--- src/rtl/axi_pkg.sv ---
// Shared AXI datapath types used across the DMA engine and its stream adapters.
package axi_pkg;

    typedef logic [63:0] addr_64_t;

    typedef struct packed {
        addr_64_t    addr;
        logic [31:0] len;
    } trans_64_t;

    typedef logic [15:0] elem16_t;

endpackage

--- src/rtl/axis_mm2s_unpacker_pkg.sv ---
// Local types for the MM2S width down-converter.
package axis_mm2s_unpacker_pkg;

    typedef enum logic {
        ST_EMPTY = 1'b0,
        ST_FULL  = 1'b1
    } unpack_state_e;

endpackage

--- src/rtl/axis_util_pkg.sv ---
// Stream helpers shared by the MM2S unpacker and the S2MM packer.
package axis_util_pkg;

    // Keeps wider than this are not supported by keep_last_idx.
    localparam int KEEP_MAX_W = 64;
    localparam int KEEP_IDX_W = $clog2(KEEP_MAX_W);

    typedef struct packed {
        logic [KEEP_IDX_W-1:0] idx;
        logic                  legal;
    } keep_info_t;

    // idx is the highest set bit; legal means non-zero and contiguous from bit 0.
    function automatic keep_info_t keep_last_idx(input logic [KEEP_MAX_W-1:0] keep);
        keep_info_t info;
        info.idx = '0;
        for (int i = 0; i < KEEP_MAX_W; i++) begin
            if (keep[i]) begin
                info.idx = i[KEEP_IDX_W-1:0];
            end
        end
        info.legal = (keep != '0) &&
                     ((keep & (keep + {{(KEEP_MAX_W-1){1'b0}}, 1'b1})) == '0);
        return info;
    endfunction

endpackage

--- src/rtl/axis_mm2s_unpacker_if.sv ---
// Wide MM2S input stream plus narrow element output stream of the unpacker.
interface axis_mm2s_unpacker_if #(
    parameter int DATA_WIDTH = 256,
    parameter int ELEM_WIDTH = 16
);
    localparam int NUM_ELEMS = DATA_WIDTH / ELEM_WIDTH;

    // Both streams: a transfer happens on a rising clk edge where tvalid && tready.
    // tvalid must not wait on tready, and payload stays stable while tvalid && !tready.
    logic [DATA_WIDTH-1:0] s_tdata;
    logic [NUM_ELEMS-1:0]  s_tkeep;
    logic                  s_tlast;
    logic                  s_tvalid;
    logic                  s_tready;

    logic [ELEM_WIDTH-1:0] m_tdata;
    logic                  m_tlast;
    logic                  m_tvalid;
    logic                  m_tready;

    // slave is the unpacker; master is the DMA source plus accelerator sink around it.
    modport slave (
        input  s_tdata, s_tkeep, s_tlast, s_tvalid, m_tready,
        output s_tready, m_tdata, m_tlast, m_tvalid
    );

    modport master (
        output s_tdata, s_tkeep, s_tlast, s_tvalid, m_tready,
        input  s_tready, m_tdata, m_tlast, m_tvalid
    );

endinterface

--- src/rtl/axis_mm2s_unpacker.sv ---
// Holds one MM2S beat and replays it as ELEM_WIDTH elements, LSB element first,
// trimming the final beat to its keep and carrying tlast to the last element.
module axis_mm2s_unpacker
    import axi_pkg::*;
    import axis_util_pkg::*;
    import axis_mm2s_unpacker_pkg::*;
#(
    parameter int DATA_WIDTH = 256,
    parameter int ELEM_WIDTH = $bits(elem16_t)
) (
    input  logic                       clk,
    input  logic                       rst,
    input  logic                       clear,
    axis_mm2s_unpacker_if.slave        bus,
    output logic [31:0]                elem_count,
    output logic                       pkt_done,
    output logic                       err_keep,
    output unpack_state_e              dbg_state_o
);

    localparam int NUM_ELEMS = DATA_WIDTH / ELEM_WIDTH;
    localparam int IDX_W     = (NUM_ELEMS > 1) ? $clog2(NUM_ELEMS) : 1;

    typedef logic [IDX_W-1:0] idx_t;

    localparam idx_t LAST_FULL = idx_t'(NUM_ELEMS - 1);

    unpack_state_e                        state_q, state_d;
    logic [NUM_ELEMS-1:0][ELEM_WIDTH-1:0] beat_q, beat_d;
    idx_t                                 idx_q, idx_d;
    idx_t                                 last_idx_q, last_idx_d;
    logic                                 beat_last_q, beat_last_d;
    logic [31:0]                          count_q, count_d;
    logic                                 pkt_done_q, pkt_done_d;
    logic                                 err_q, err_d;

    logic                                 full;
    logic                                 at_last;
    logic                                 m_hs;
    logic                                 s_ready;
    logic                                 s_hs;
    logic [KEEP_MAX_W-1:0]                keep_ext;
    keep_info_t                           keep_info;
    logic                                 keep_bad;
    idx_t                                 load_last_idx;

    assign full    = (state_q == ST_FULL);
    assign at_last = (idx_q == last_idx_q);
    assign m_hs    = full && bus.m_tready;
    // Reload in the same cycle the last element leaves, so a steady stream has no bubble.
    assign s_ready = !rst && !clear && (!full || (bus.m_tready && at_last));
    assign s_hs    = bus.s_tvalid && s_ready;

    always_comb begin
        keep_ext                  = '0;
        keep_ext[NUM_ELEMS-1:0]   = bus.s_tkeep;
        keep_info                 = keep_last_idx(keep_ext);
        keep_bad                  = bus.s_tlast && !keep_info.legal;
        load_last_idx             = LAST_FULL;
        // Keep is only meaningful on a last beat; an illegal one plays the whole beat.
        if (bus.s_tlast && keep_info.legal) begin
            load_last_idx = idx_t'(keep_info.idx);
        end
    end

    always_comb begin
        state_d     = state_q;
        beat_d      = beat_q;
        idx_d       = idx_q;
        last_idx_d  = last_idx_q;
        beat_last_d = beat_last_q;
        count_d     = count_q;
        pkt_done_d  = 1'b0;
        err_d       = err_q;

        if (m_hs) begin
            count_d    = count_q + 32'd1;
            pkt_done_d = beat_last_q && at_last;
            if (at_last) begin
                state_d = ST_EMPTY;
            end else begin
                idx_d = idx_q + idx_t'(1);
            end
        end

        if (s_hs) begin
            state_d     = ST_FULL;
            beat_d      = bus.s_tdata;
            idx_d       = '0;
            last_idx_d  = load_last_idx;
            beat_last_d = bus.s_tlast;
            err_d       = err_q || keep_bad;
        end

        // Flush wins over both handshakes of the same cycle.
        if (clear) begin
            state_d    = ST_EMPTY;
            idx_d      = '0;
            count_d    = '0;
            pkt_done_d = 1'b0;
            err_d      = 1'b0;
        end
    end

    always_ff @(posedge clk or posedge rst) begin
        if (rst) begin
            state_q     <= ST_EMPTY;
            beat_q      <= '0;
            idx_q       <= '0;
            last_idx_q  <= '0;
            beat_last_q <= 1'b0;
            count_q     <= '0;
            pkt_done_q  <= 1'b0;
            err_q       <= 1'b0;
        end else begin
            state_q     <= state_d;
            beat_q      <= beat_d;
            idx_q       <= idx_d;
            last_idx_q  <= last_idx_d;
            beat_last_q <= beat_last_d;
            count_q     <= count_d;
            pkt_done_q  <= pkt_done_d;
            err_q       <= err_d;
        end
    end

    assign bus.s_tready = s_ready;
    assign bus.m_tvalid = full;
    assign bus.m_tdata  = full ? beat_q[idx_q] : '0;
    assign bus.m_tlast  = full && beat_last_q && at_last;

    assign elem_count   = count_q;
    assign pkt_done     = pkt_done_q;
    assign err_keep     = err_q;
    assign dbg_state_o  = state_q;

endmodule

--- src/flat_wrapper.sv ---
// flat-port wrapper written by rule: the top's interface ports become plain ports
module axis_mm2s_unpacker_flat import axi_pkg::*; import axis_util_pkg::*; import axis_mm2s_unpacker_pkg::*;
#(
    parameter int DATA_WIDTH = 256,
    parameter int ELEM_WIDTH = $bits(elem16_t)
)
  (clk, rst, clear, elem_count, pkt_done, err_keep, dbg_state_o, bus_s_tdata, bus_s_tkeep, bus_s_tlast, bus_s_tvalid, bus_m_tready, bus_s_tready, bus_m_tdata, bus_m_tlast, bus_m_tvalid);
  axis_mm2s_unpacker_if #(.DATA_WIDTH(DATA_WIDTH), .ELEM_WIDTH(ELEM_WIDTH)) bus_i ();
  input  logic clk;
  input  logic rst;
  input  logic clear;
  output logic [31:0] elem_count;
  output logic pkt_done;
  output logic err_keep;
  output unpack_state_e dbg_state_o;
  input wire logic [$bits(bus_i.s_tdata)-1:0] bus_s_tdata;
  input wire logic [$bits(bus_i.s_tkeep)-1:0] bus_s_tkeep;
  input wire logic [$bits(bus_i.s_tlast)-1:0] bus_s_tlast;
  input wire logic [$bits(bus_i.s_tvalid)-1:0] bus_s_tvalid;
  input wire logic [$bits(bus_i.m_tready)-1:0] bus_m_tready;
  output wire logic [$bits(bus_i.s_tready)-1:0] bus_s_tready;
  output wire logic [$bits(bus_i.m_tdata)-1:0] bus_m_tdata;
  output wire logic [$bits(bus_i.m_tlast)-1:0] bus_m_tlast;
  output wire logic [$bits(bus_i.m_tvalid)-1:0] bus_m_tvalid;
  assign bus_i.s_tdata = bus_s_tdata;
  assign bus_i.s_tkeep = bus_s_tkeep;
  assign bus_i.s_tlast = bus_s_tlast;
  assign bus_i.s_tvalid = bus_s_tvalid;
  assign bus_i.m_tready = bus_m_tready;
  assign bus_s_tready = bus_i.s_tready;
  assign bus_m_tdata = bus_i.m_tdata;
  assign bus_m_tlast = bus_i.m_tlast;
  assign bus_m_tvalid = bus_i.m_tvalid;
  axis_mm2s_unpacker #(.DATA_WIDTH(DATA_WIDTH), .ELEM_WIDTH(ELEM_WIDTH)) u_core (.clk(clk), .rst(rst), .clear(clear), .bus(bus_i), .elem_count(elem_count), .pkt_done(pkt_done), .err_keep(err_keep), .dbg_state_o(dbg_state_o));
endmodule
--- config.mk ---
export PLATFORM = sky130hd
export DESIGN_NAME = axis_mm2s_unpacker_flat
export DESIGN_NICKNAME = d
export VERILOG_FILES = /design/src/rtl/axi_pkg.sv /design/src/rtl/axis_mm2s_unpacker_pkg.sv /design/src/rtl/axis_util_pkg.sv /design/src/rtl/axis_mm2s_unpacker_if.sv /design/src/rtl/axis_mm2s_unpacker.sv /design/src/flat_wrapper.sv
export SDC_FILE = /design/constraint.sdc
export NUM_CORES = 1
export LEC_CHECK = 0
export ABC_CLOCK_PERIOD_IN_PS = 17000
export CAP_MARGIN = 20
export CORE_AREA = 8 8 178 180
export CTS_BUF_LIST = sky130_fd_sc_hd__clkbuf_2 sky130_fd_sc_hd__clkbuf_4 sky130_fd_sc_hd__clkbuf_8
export DETAILED_ROUTE_END_ITERATION = 7
export DIE_AREA = 0 0 186 188
export GPL_TIMING_DRIVEN = 0
export PLACE_DENSITY = 0.81
export RECOVER_POWER = 25
export SETUP_SLACK_MARGIN = 0.5
export SLEW_MARGIN = 25
export SYNTH_ARGS = -nofsm -noshare
export SYNTH_HDL_FRONTEND = slang
export SYNTH_SLANG_ARGS = --single-unit
--- constraint.sdc ---
create_clock -name clk -period 17 [get_ports clk]
set_clock_uncertainty 0.05 [all_clocks]
set_input_delay 1.7 -clock clk [delete_from_list [all_inputs] [get_ports clk]]
set_output_delay 1.7 -clock clk [all_outputs]
set_load 0.02 [all_outputs]
==> metrics.cfg <==
[outcome]
status=finished with violations
violations=capacitance limit, slew limit

[sta]
max_freq_ghz=0.1401
period_share_pct=41.98
setup-tns-final_ps=0
slew_headroom_pct=-221.4
worst_pin_slew_ps=4821
hold_violations=0
min_period_ps=7137
setup_viol=0
drv_slew=179
timing.hold.ws_ps=421.8
rsz0062_at_grt=false

[place]
globalplace.congestion=0.8726
post-dp-hpwl_mm=37.06
io_buffers=331
dp_cells=2202

[drt]
routed_wl_mm=48.82
ant_nets=0
drt_iter0_drc=1257
dr.pass1.iters=5
drc=0
routedWlPerCell_um=21.35
vias_per_cell=5.485
vias=12540

[global_routing]
grt_max_degree=96
grt_pass1_wl_mm=74.13
antenna_found_initial=6
grt-ovfl-total=0
grt_pass1_vias=13230
grt.total_usage_pct=27.80

[floorplanning]
die_w_um=186
core_um2=29010
std_cell_rows=63
die_h_um=188
ioPinCount=332
start_util_pct=48.95
die_area_um2=34970

[hold_path]
min_path_type=reg2reg
hold_depth=2

[yosys]
yosysWarnings=0
synth_compound_area_share_pct=1.489
yosys.area_share.xor_xnor_pct=2.159
synth_area_um2=14200
synth_top_area_share_pct=52.87
yosysTopAreaCell=dfrtp_1
synth_top_family_by_area=simple AND/OR/NAND/NOR gates
yosysUniqueCellTypes=46
yosys.area_share.simple_pct=26.40
synthAdderAreaFrac_pct=0.1762
ys_seq_area_share_pct=52.87
syn-num-nets=1758
synth_area_leaders=dfrtp_1, nand2_1, mux4_2
synth_mux_area_share_pct=12.92
synthCells=1478
syn_area_per_cell_um2=9.607
ys_ff_latch=300

[clock_tree]
cts.sinks=300
cts_buffers=49
root_buffer=clkbuf_8
cts_buffer_depth=3
cts.clk_slew.worst_paths_ps=60
insertion_delay_ps=560
tritoncts=built
ctsHtreeMaxLevel=2
post_cts_resized=0
post-cts-setup-buffers=0
hold_buffers=0

[power_and_ir_drop]
p_per_area_nw_per_um2=102.9
power_leakage_nw=8.988
ir_drop_mv=0.05671

[layout]
ff_latch_area_um2=7507
syn_to_final_growth_pct=34.28
multiInputGateArea_um2=6126
num-nets-final=2143
drive_above_1_share_pct=12.00
final_common_cell=nand2_1
nFillCells=2283
final_cells=2287
layout_common_cells=nand2_1, clkdlybuf4s50_1, dfrtp_1

[setup_path]
required_ps=16470
setup.worst_path.start_class=input port
cp-end-kind=async pin
worstSetupPathType=in2async
critPathMaxFanout=88
cp_data_arrival_time_ps=6600
reg2reg_depth=9

[job]
cap_violations=2

==> flip-flops by register name (all words and copies together), names as in the netlist <==
signal	cells
u_core.beat_last_q	1
u_core.err_keep	1
u_core.pkt_done	1
u_core.elem_count	32
u_core.last_idx_q	4
u_core.bus.m_tvalid	1
u_core.beat_q	256
u_core.idx_q	4
==> per-stage QoR <==
stage	cell area, µm²	worst slack (ps)	utilization, %	total power, mW
floorplan	14200	6961	-	1.125
global placement	18000	3586	62.05	1.283
detailed placement	18090	11910	62.36	1.305
CTS	19110	11540	65.87	1.966
global route	19070	8775	65.73	2.051
finish	19070	9863	65.73	1.962
==> cell usage after synthesis, drive strengths merged <==
cell	n
a2111oi	1
a21oi	7
a221o	1
a221oi	1
a222oi	1
a31oi	1
a41o	1
a41oi	2
and2	20
and3	6
and4	8
buf	69
clkbuf	17
dfrtp	300
ha	2
inv	11
mux2	1
mux2i	1
mux4	80
nand2	788
nand2b	2
nand3	11
nand4	14
nor2	46
nor2b	4
nor3	13
nor4	17
nor4b	1
o21ai	6
o22ai	1
o311ai	1
o31a	1
o31ai	2
o41ai	2
or2	1
or3	3
xnor2	25
xor2	10
==> cell families (layout without fill, tap and decap cells) <==
group | count (synthesis) | in the layout
simple gates | 934 | 934
compound gates | 28 | 28
fa+ha+maj | 2 | 2
other cells | 0 | 5
xor+xnor | 35 | 35
buf+inv | 97 | 511
flops | 300 | 300
mux | 82 | 82
==> worst paths after layout <==
kind | slack, ps | to | from
min in group asynchronous | 1870 | u_core.elem_count[15] | rst
min reg2reg | 420 | u_core.beat_q[209] | u_core.beat_q[209]
max reg2reg | 14560 | u_core.beat_q[135] | u_core.idx_q[3]
max in group clk | 11550 | bus_m_tdata[11] | u_core.idx_q[1]
max | 9860 | u_core.beat_q[220] | rst
min | 420 | u_core.beat_q[209] | u_core.beat_q[209]
==> layout make-up <==
type | count | area share [%]
inverters | 11 | 0.2231
diodes | 5 | 0.06563
multi-input cells | 1081 | 32.13
plain buffers | 86 | 2.750
flip-flops and latches | 300 | 39.38
repair buffers | 334 | 17.56
well taps | 390 | 2.559
clock inverters | 7 | 0.4594
clock buffers | 73 | 4.876
==> metal layers <==
layer	GRT usage, %	part of all wire [%]	vias up
li1	-	-	5597
met1	33.91	37	6144
met2	45.87	49	673
met3	7.161	9.8	128
met4	12.25	4.4	2
met5	0	0.027	-
==> power breakdown <==
part | switching [mW] | internal, mW | leakage (nW)
Combinational | 0.184 | 0.193 | 4.66
Sequential | 0.0747 | 0.846 | 3.79
Clock | 0.287 | 0.376 | 0.538
Total | 0.546 | 1.42 | 8.99
==> critical path, cell delays in order <==
cell and delay [ps]:
dlygate4sd3_1 590, clkinvlp_2 780, clkbuf_1 3410
No activity file was read; power rests on OpenSTA's default activity.
